**src/rtl/weight_bram_loader.sv**
```systemverilog
// weight_bram_loader
// Write-side feeder for the multi-lane weight BRAM bank. A valid/ready stream
// of weight words is spread round-robin across the lanes: word k goes to lane
// k mod NUM_BRAMS at row cfg_base_addr + k/NUM_BRAMS (modulo 2**ADDR_WIDTH).
// Completion is reported with a single-cycle done pulse aligned with the last
// write, so the layer controller can start compute once weights are resident.
//
// Ports:
//   clk, rst_n       clock, asynchronous active-low reset
//   start            one-cycle pulse, sampled only in IDLE; latches cfg_*
//   cfg_base_addr    first row written in every lane
//   cfg_rows         rows per lane (0..DEPTH); 0 completes immediately
//   s_valid/s_ready  stream handshake; s_data word, s_last end marker
//   w_we             one-hot lane write enable (registered)
//   w_addr_wr_flat   write address, replicated on every lane (registered)
//   w_din_flat       write data on the selected lane, zero elsewhere
//   busy             load in progress (LOAD or FLUSH)
//   done             one-cycle completion pulse
//   err_last         sticky: s_last disagreed with the configured length
module weight_bram_loader #(
   parameter int DW         = 16,
   parameter int NUM_BRAMS  = 16,
   parameter int ADDR_WIDTH = 11,
   parameter int DEPTH      = 2048
) (
   input  logic                             clk,
   input  logic                             rst_n,
   input  logic                             start,
   input  logic [ADDR_WIDTH-1:0]            cfg_base_addr,
   input  logic [ADDR_WIDTH:0]              cfg_rows,
   input  logic                             s_valid,
   output logic                             s_ready,
   input  logic [DW-1:0]                    s_data,
   input  logic                             s_last,
   output logic [NUM_BRAMS-1:0]             w_we,
   output logic [NUM_BRAMS*ADDR_WIDTH-1:0]  w_addr_wr_flat,
   output logic [NUM_BRAMS*DW-1:0]          w_din_flat,
   output logic                             busy,
   output logic                             done,
   output logic                             err_last
);

   localparam int LANE_W = $clog2(NUM_BRAMS);
   // Row counter must reach DEPTH, so it is one bit wider than an address.
   localparam int ROW_W  = $clog2(DEPTH) + 1;

   typedef enum logic [1:0] {
      ST_IDLE  = 2'd0,
      ST_LOAD  = 2'd1,
      ST_FLUSH = 2'd2
   } state_t;

   state_t                          state_r, state_s;
   logic [LANE_W-1:0]               lane_r, lane_s;
   logic [ROW_W-1:0]                row_r, row_s;
   logic [ROW_W-1:0]                rows_r, rows_s;
   logic [ADDR_WIDTH-1:0]           base_r, base_s;
   logic                            err_r, err_s;
   logic                            done_r, done_s;
   logic                            ready_r, busy_r;
   logic [NUM_BRAMS-1:0]            we_r, we_s;
   logic [NUM_BRAMS*ADDR_WIDTH-1:0] addr_r, addr_s;
   logic [NUM_BRAMS*DW-1:0]         din_r, din_s;
   logic                            hs_s;
   logic                            final_s;
   logic [ADDR_WIDTH-1:0]           wr_addr_s;

   // ready_r is high exactly while in LOAD, so it alone qualifies a handshake.
   assign hs_s      = s_valid & ready_r;
   assign final_s   = (lane_r == LANE_W'(NUM_BRAMS - 1)) &&
                      (row_r == (rows_r - {{(ROW_W-1){1'b0}}, 1'b1}));
   assign wr_addr_s = base_r + row_r[ADDR_WIDTH-1:0];

   // State, configuration, counters and all registered outputs.
   always_ff @(posedge clk or negedge rst_n) begin
      if (!rst_n) begin
         state_r <= ST_IDLE;
         lane_r  <= {LANE_W{1'b0}};
         row_r   <= {ROW_W{1'b0}};
         rows_r  <= {ROW_W{1'b0}};
         base_r  <= {ADDR_WIDTH{1'b0}};
         err_r   <= 1'b0;
         done_r  <= 1'b0;
         ready_r <= 1'b0;
         busy_r  <= 1'b0;
         we_r    <= {NUM_BRAMS{1'b0}};
         addr_r  <= {(NUM_BRAMS*ADDR_WIDTH){1'b0}};
         din_r   <= {(NUM_BRAMS*DW){1'b0}};
      end else begin
         state_r <= state_s;
         lane_r  <= lane_s;
         row_r   <= row_s;
         rows_r  <= rows_s;
         base_r  <= base_s;
         err_r   <= err_s;
         done_r  <= done_s;
         ready_r <= (state_s == ST_LOAD);
         busy_r  <= (state_s != ST_IDLE);
         we_r    <= we_s;
         addr_r  <= addr_s;
         din_r   <= din_s;
      end
   end

   // Next-state, counter advance and next write-port values.
   always_comb begin
      state_s = state_r;
      lane_s  = lane_r;
      row_s   = row_r;
      rows_s  = rows_r;
      base_s  = base_r;
      err_s   = err_r;
      done_s  = 1'b0;
      we_s    = {NUM_BRAMS{1'b0}};
      addr_s  = addr_r;
      din_s   = {(NUM_BRAMS*DW){1'b0}};
      case (state_r)
         ST_IDLE: begin
            if (start) begin
               if (cfg_rows != {(ADDR_WIDTH+1){1'b0}}) begin
                  rows_s  = ROW_W'(cfg_rows);
                  base_s  = cfg_base_addr;
                  err_s   = 1'b0;
                  lane_s  = {LANE_W{1'b0}};
                  row_s   = {ROW_W{1'b0}};
                  state_s = ST_LOAD;
               end else begin
                  // Empty load: nothing to write, report completion at once.
                  done_s = 1'b1;
               end
            end else begin
               state_s = ST_IDLE;
            end
         end
         ST_LOAD: begin
            if (hs_s) begin
               for (int i = 0; i < NUM_BRAMS; i++) begin
                  addr_s[i*ADDR_WIDTH +: ADDR_WIDTH] = wr_addr_s;
                  if (lane_r == LANE_W'(i)) begin
                     we_s[i]          = 1'b1;
                     din_s[i*DW +: DW] = s_data;
                  end else begin
                     we_s[i]          = 1'b0;
                     din_s[i*DW +: DW] = {DW{1'b0}};
                  end
               end
               if (lane_r == LANE_W'(NUM_BRAMS - 1)) begin
                  lane_s = {LANE_W{1'b0}};
                  row_s  = row_r + {{(ROW_W-1){1'b0}}, 1'b1};
               end else begin
                  lane_s = lane_r + {{(LANE_W-1){1'b0}}, 1'b1};
               end
               // An early s_last or a missing s_last on the last word both end
               // the load; either disagreement is flagged.
               if (final_s || s_last) begin
                  state_s = ST_FLUSH;
                  done_s  = 1'b1;
                  if (final_s != s_last) begin
                     err_s = 1'b1;
                  end else begin
                     err_s = err_r;
                  end
               end else begin
                  state_s = ST_LOAD;
               end
            end else begin
               state_s = ST_LOAD;
            end
         end
         ST_FLUSH: begin
            state_s = ST_IDLE;
         end
         default: begin
            state_s = ST_IDLE;
         end
      endcase
   end

   assign s_ready        = ready_r;
   assign busy           = busy_r;
   assign done           = done_r;
   assign err_last       = err_r;
   assign w_we           = we_r;
   assign w_addr_wr_flat = addr_r;
   assign w_din_flat     = din_r;

endmodule

```
**config.mk**
```make
export PLATFORM = sky130hd
export DESIGN_NAME = weight_bram_loader
export DESIGN_NICKNAME = d
export VERILOG_FILES = /design/src/rtl/weight_bram_loader.sv
export SDC_FILE = /design/constraint.sdc
export NUM_CORES = 1
export LEC_CHECK = 0
export BUFFER_PORTS_ARGS = -buffer_cell sky130_fd_sc_hd__buf_2
export CORE_AREA = 2 2 191 193
export DETAILED_ROUTE_END_ITERATION = 10
export DIE_AREA = 0 0 193 195
export GPL_ROUTABILITY_DRIVEN = 0
export PLACE_DENSITY = 0.66
export SLEW_MARGIN = 20
export SYNTH_ARGS = -nofsm -noshare
export SYNTH_HDL_FRONTEND = slang
export SYNTH_SLANG_ARGS = --single-unit
export TNS_END_PERCENT = 10
```
**constraint.sdc**
```tcl
create_clock -name clk -period 2.85 [get_ports clk]
set_clock_uncertainty 0.15 [all_clocks]
set_input_delay 0.1425 -clock clk [delete_from_list [all_inputs] [get_ports clk]]
set_output_delay 0.1425 -clock clk [all_outputs]
set_load 0.005 [all_outputs]
```
After elaboration in Yosys (flattened, before gate mapping)
Index checks and enable logic that the tools add are counted.
Widths: inputs -> output; s select.
{"block": "word_totals", "wordCells": 116, "register_bits": 493, "out_inout_bits": 452}
{"block": "classes", "n_bitwise": 1, "n_mux": 62, "eq_ne": 25, "n_reduce_logical": 12, "addsub": 4}
{"operator": "$mux 256", "n": 2}
{"operator": "$mux 16", "n": 18}
{"operator": "$mux 12", "n": 4}
{"operator": "$eq 4x4->1 const B", "n": 8}
{"operator": "$mux 1", "n": 25}
{"operator": "$pmux 12 s2", "n": 1}
{"operator": "$eq 4x3->1 const B", "n": 4}
{"operator": "$mux 4", "n": 4}
{"operator": "$add 12x1->12 const B", "n": 1}
{"operator": "$eq 12x12->1", "n": 1}
{"operator": "$ne 2x2->1 const B", "n": 6}
{"operator": "$reduce_bool 12->1", "n": 1}
{"operator": "$sub 12x1->12 const B", "n": 1}
{"operator": "$add 11x11->11", "n": 1}
{"operator": "$eq 4x2->1 const B", "n": 2}
{"operator": "$mux 2", "n": 4}
{"operator": "$pmux 4 s2", "n": 1}
{"operator": "$reduce_and 6->1", "n": 1}
{"operator": "$reduce_and 5->1", "n": 1}
{"operator": "$add 4x1->4 const B", "n": 1}
{"operator": "$eq 2x1->1 const B", "n": 2}
{"operator": "$eq 4x1->1 const B", "n": 1}
{"operator": "$logic_not 4->1", "n": 1}
{"operator": "$pmux 1 s2", "n": 2}
{"operator": "other kinds (10)", "n": 11}

Longest topological paths before layout
{"block": "depth", "ltp_word": 8, "ltp_mapped": 10, "ltp_nobuf": 10}

Least setup slack after synthesis
No wires, ideal clock.
{"block": "synth_timing", "path_kind": "reg-to-reg", "start": "register rows_r[0]", "end": "register err_r, in the netlist err_last", "arrival_time_ns": 2.404, "period_less_slack_ns": 2.673, "slack_ns": 0.177, "path_stages_with_launch": 11, "path_cell_list": "dfrtp_1 -> inv_1 -> ha_1 -> xor2_1 -> nand2_1 -> or4_4 -> a2111oi_2 -> o211ai_1 -> ha_1 -> nor3b_1 -> o21a_1"}
{"block": "synth_between", "elab_chain_len": 6, "elab_cells_between_ends": 8, "cone_classes": "add/sub (1); eq/ne (4); reduce/logical (3)"}
{"element": "start, declared", "line_no": "56", "source": "logic [ROW_W-1:0] rows_r, rows_s;"}
{"element": "start signal, assigned", "line_no": "80", "source": "rows_r <= {ROW_W{1'b0}};"}
{"element": "start signal, assigned", "line_no": "93", "source": "rows_r <= rows_s;"}
{"element": "$sub 12x1->12 *", "line_no": "71", "source": "(row_r == (rows_r - {{(ROW_W-1){1'b0}}, 1'b1}));"}
{"element": "$eq 12x12->1 *", "line_no": "71"}
{"element": "$logic_and 1x1->1 *", "line_no": "70", "source": "assign final_s = (lane_r == LANE_W'(NUM_BRAMS - 1)) &&"}
{"element": "$ne 1x1->1 or $logic_or 1x1->1 (tied branches)", "line_no": "158, 155"}
{"element": "$ne 2x2->1 (no source line)"}
{"element": "$reduce_and 6->1 (no source line) *"}
{"element": "end signal, assigned", "line_no": "95", "source": "err_r <= err_s;"}
{"element": "end, declared", "line_no": "58", "source": "logic err_r, err_s;"}
Every way passes the cells marked *; elsewhere a longest branch is shown, timed or not.
A chain may end at the register's enable or synchronous reset.

Final worst setup path
{"block": "layout_timing", "start": "register lane_r[0]", "end": "register err_r, in the netlist err_last"}
{"block": "layout_between", "elab_chain_len": 5, "elab_cells_between_ends": 7, "cone_classes": "eq/ne (4); reduce/logical (3)"}
{"element": "start, declared", "line_no": "54", "source": "logic [LANE_W-1:0] lane_r, lane_s;"}
{"element": "start signal, assigned", "line_no": "78", "source": "lane_r <= {LANE_W{1'b0}};"}
{"element": "start signal, assigned", "line_no": "91", "source": "lane_r <= lane_s;"}
{"element": "$eq 4x4->1 *", "line_no": "70"}
{"element": "$logic_and 1x1->1 *", "line_no": "70"}
{"element": "$ne 1x1->1 or $logic_or 1x1->1 (tied branches)", "line_no": "158, 155"}
{"element": "$ne 2x2->1 (no source line)"}
{"element": "$reduce_and 6->1 (no source line) *"}
Marks and branches as above.

==> results.cfg <==
[yosys]
synth_cells = 1121
yosys_warnings = 0
syn_area_mm2 = 0.0133
synth_edf_count = 0
ys_ff_latch = 328
async_flop_share_pct = 100
yosysSeqAreaShare_pct = 61.9
postSynthAreaPerCell_um2 = 11.8
ys.flop_type = dfrtp_1
yosysUniqueCellTypes = 56
syn_nets = 1183

[setup_path]
reg2reg_slack_ns = 0.16
crit_cells = 8
worstPathCellList = ha_2, nand3_2, or4_4, a2111oi_4, o211ai_1, ha_1, nor3b_1, o21a_1
setup.worst_path.start = lane_r[0]$_DFFE_PN0P_
critPathMaxStageDelay_ns = 0.57
cp_top_family = simple AND/OR/NAND/NOR gates
rr_worst_depth = 8
cp.arrival_ns = 2.95
crit_buf_inv = 0
crit_path_top_delay_cell = or4_4
r2r_start = lane_r[0]$_DFFE_PN0P_
crit_required_ns = 3.11
r2r-end = err_last$_DFFE_PN0P_
critPathKind = reg -> reg
endpoint_kind = flop
cp-start-kind = flop
cp_max_fo = 6

[run]
max_cap_viol_count = 0

[floorplan]
die_area_mm2 = 0.0376
start_util_pct = 37.4
dieHeight_um = 195
num_rows = 69
die_w_um = 193
coreArea_mm2 = 0.0354
ioPinCount = 496

[sta]
period_share_pct = 94.2
worst_hold_slack_ns = 0.131
timing.final.crit_period_ns = 2.69
relSlewSlack_pct = 30.8
setup_violations = 0
setup_tns_ns = 0
tightestPinTransition_ns = 1.04
finalMaxSlewViolations = 0
fmax_mhz = 372
hold_viol_final = 0

[final_layout]
mostFrequentLayoutCells = 494 x buf_2, 328 x dfrtp_1, 259 x and2_1
utilization_pct = 47.5
fin_area_mm2 = 0.0168
area_growth_pct = 26.8
drive_gt1_share_pct = 39.0
mostFrequentLayoutCell = buf_2
nNetsFinal = 1586

[placed_design]
place.detailed.hpwl_um = 25600
port_buffers = 495
post_dp_cell_area_mm2 = 0.0151

[cts]
clock_sinks = 328
cts_buffer_depth = 3
htreeDepth = 2
clk_pin_slew_ns = 0.06
root_buffer = clkbuf_16
cts_buffers = 35
clock_latency_ns = 0.52
cts_tree = done

[min_path]
hold_class = in -> async

[pwr]
leakagePower_nw = 9.65
p_per_area_mw_per_mm2 = 765
ir_worst_vdd_mv = 0.561

[drt]
wirelength_um = 36600
ant_nets = 0
firstDrtPassIters = 4
wl_per_cell_um = 18.2
drcViolationCount = 0
drt-initial-drc-count = 435
vias = 8999
via_per_inst = 4.47

[grt]
grt_start_max_net_pins = 106
antenna_found_initial = 0
gr-usage-all-layers_pct = 19.0
grt_pass1_vias = 9065
grt_pass1_wl_um = 54300
overflow = 0

[status]
status = complete, no violations
-- Yosys cell counts, drive strengths merged (5+ instances only) --
library cell  instances  area share [%]
a21oi                 9            0.34
and2                259              12
and3                  7            0.33
buf                 183              10
clkbuf               29             1.1
dfrtp               328              62
ha                   17             1.6
inv                  14            0.40
nand2                87             2.5
nand2b                5            0.24
nand3                14            0.57
nand4                11            0.52
nor2                 39             1.2
nor3                  8            0.49
nor4                  6            0.33
o211ai                8            0.45
o21ai                23            0.87
xnor2                 9            0.59
xor2                 21             1.4
-- layer usage --
| metal | GRT usage, % | vias up | share of wire, % |
|---|---|---|---|
| li1 | - | 4206 | - |
| met1 | 24.5 | 4394 | 42 |
| met2 | 31.5 | 321 | 47 |
| met3 | 3.99 | 78 | 6.6 |
| met4 | 7.13 | 0 | 3.7 |
| met5 | 0 | - | 0 |
-- layout make-up --
cell class / count / area [um^2]
Fill cell: 3182 / 18600
Sequential cell: 328 / 8210
Multi-Input combinational cell: 567 / 3550
Timing Repair Buffer: 578 / 3290
Clock buffer: 50 / 982
Tap cell: 461 / 577
Clock inverter: 12 / 130
Inverter: 14 / 52.6
Antenna cell: 2 / 5.00
-- registers in the layout (all words and copies together), names as in the netlist --
name            cells
w_din_flat        256
base_r             11
w_addr_wr_flat     11
w_we               16
done                1
rows_r             12
row_r              12
busy                1
s_ready             1
err_last            1
state_r             2
lane_r              4
-- power breakdown --
part           internal [W]  leakage [nW]  switching, W  total (W)
combinational       0.00137          4.58       0.00156    0.00293
clock               0.00253         0.549       0.00186    0.00438
sequential          0.00501          4.52      0.000531    0.00554
total               0.00891          9.65       0.00395     0.0129
-- how the worst max path moves through the flow --
stage	to	slack (ns)
after floorplan	err_last$_DFFE_PN0P_	0.18
after global placement	err_last$_DFFE_PN0P_	0.13
after detailed placement	err_last$_DFFE_PN0P_	0.07
after CTS	err_last$_DFFE_PN0P_	0.05
after global routing	err_last$_DFFE_PN0P_	-0.002
final	err_last$_DFFE_PN0P_	0.16
-- metrics by stage --
step	total power, W	setup slack [ns]	instances
floorplan	0.00800	0.177	1121
global placement	0.00834	0.126	1899
detailed placement	0.00842	0.0718	1899
CTS	0.0129	0.0476	2009
global route	0.0135	-0.00187	2010
finish	0.0129	0.165	2012
-- cell families (layout without fill, tap and decap cells) --
kind of cell	after synthesis	count (layout)	share of synthesized area, %
other	0	2	0
adder cells (fa/ha/maj)	18	18	1.76
buffers and inverters	226	654	11.6
AND/OR/NAND/NOR	458	458	19.7
AO/OA/AOI/OAI	60	60	2.92
XOR/XNOR	30	30	1.98
flip-flops	328	328	61.9
multiplexers	1	1	0.0850
-- what timing repair did --
item	4_1_cts	5_1_grt
endpoints found under the setup margin	0	4
hold endpoints to repair	384	0
gates resized for setup	0	7
setup buffers	0	1
hold buffers	48	0
No activity file was read; power rests on OpenSTA's default activity.
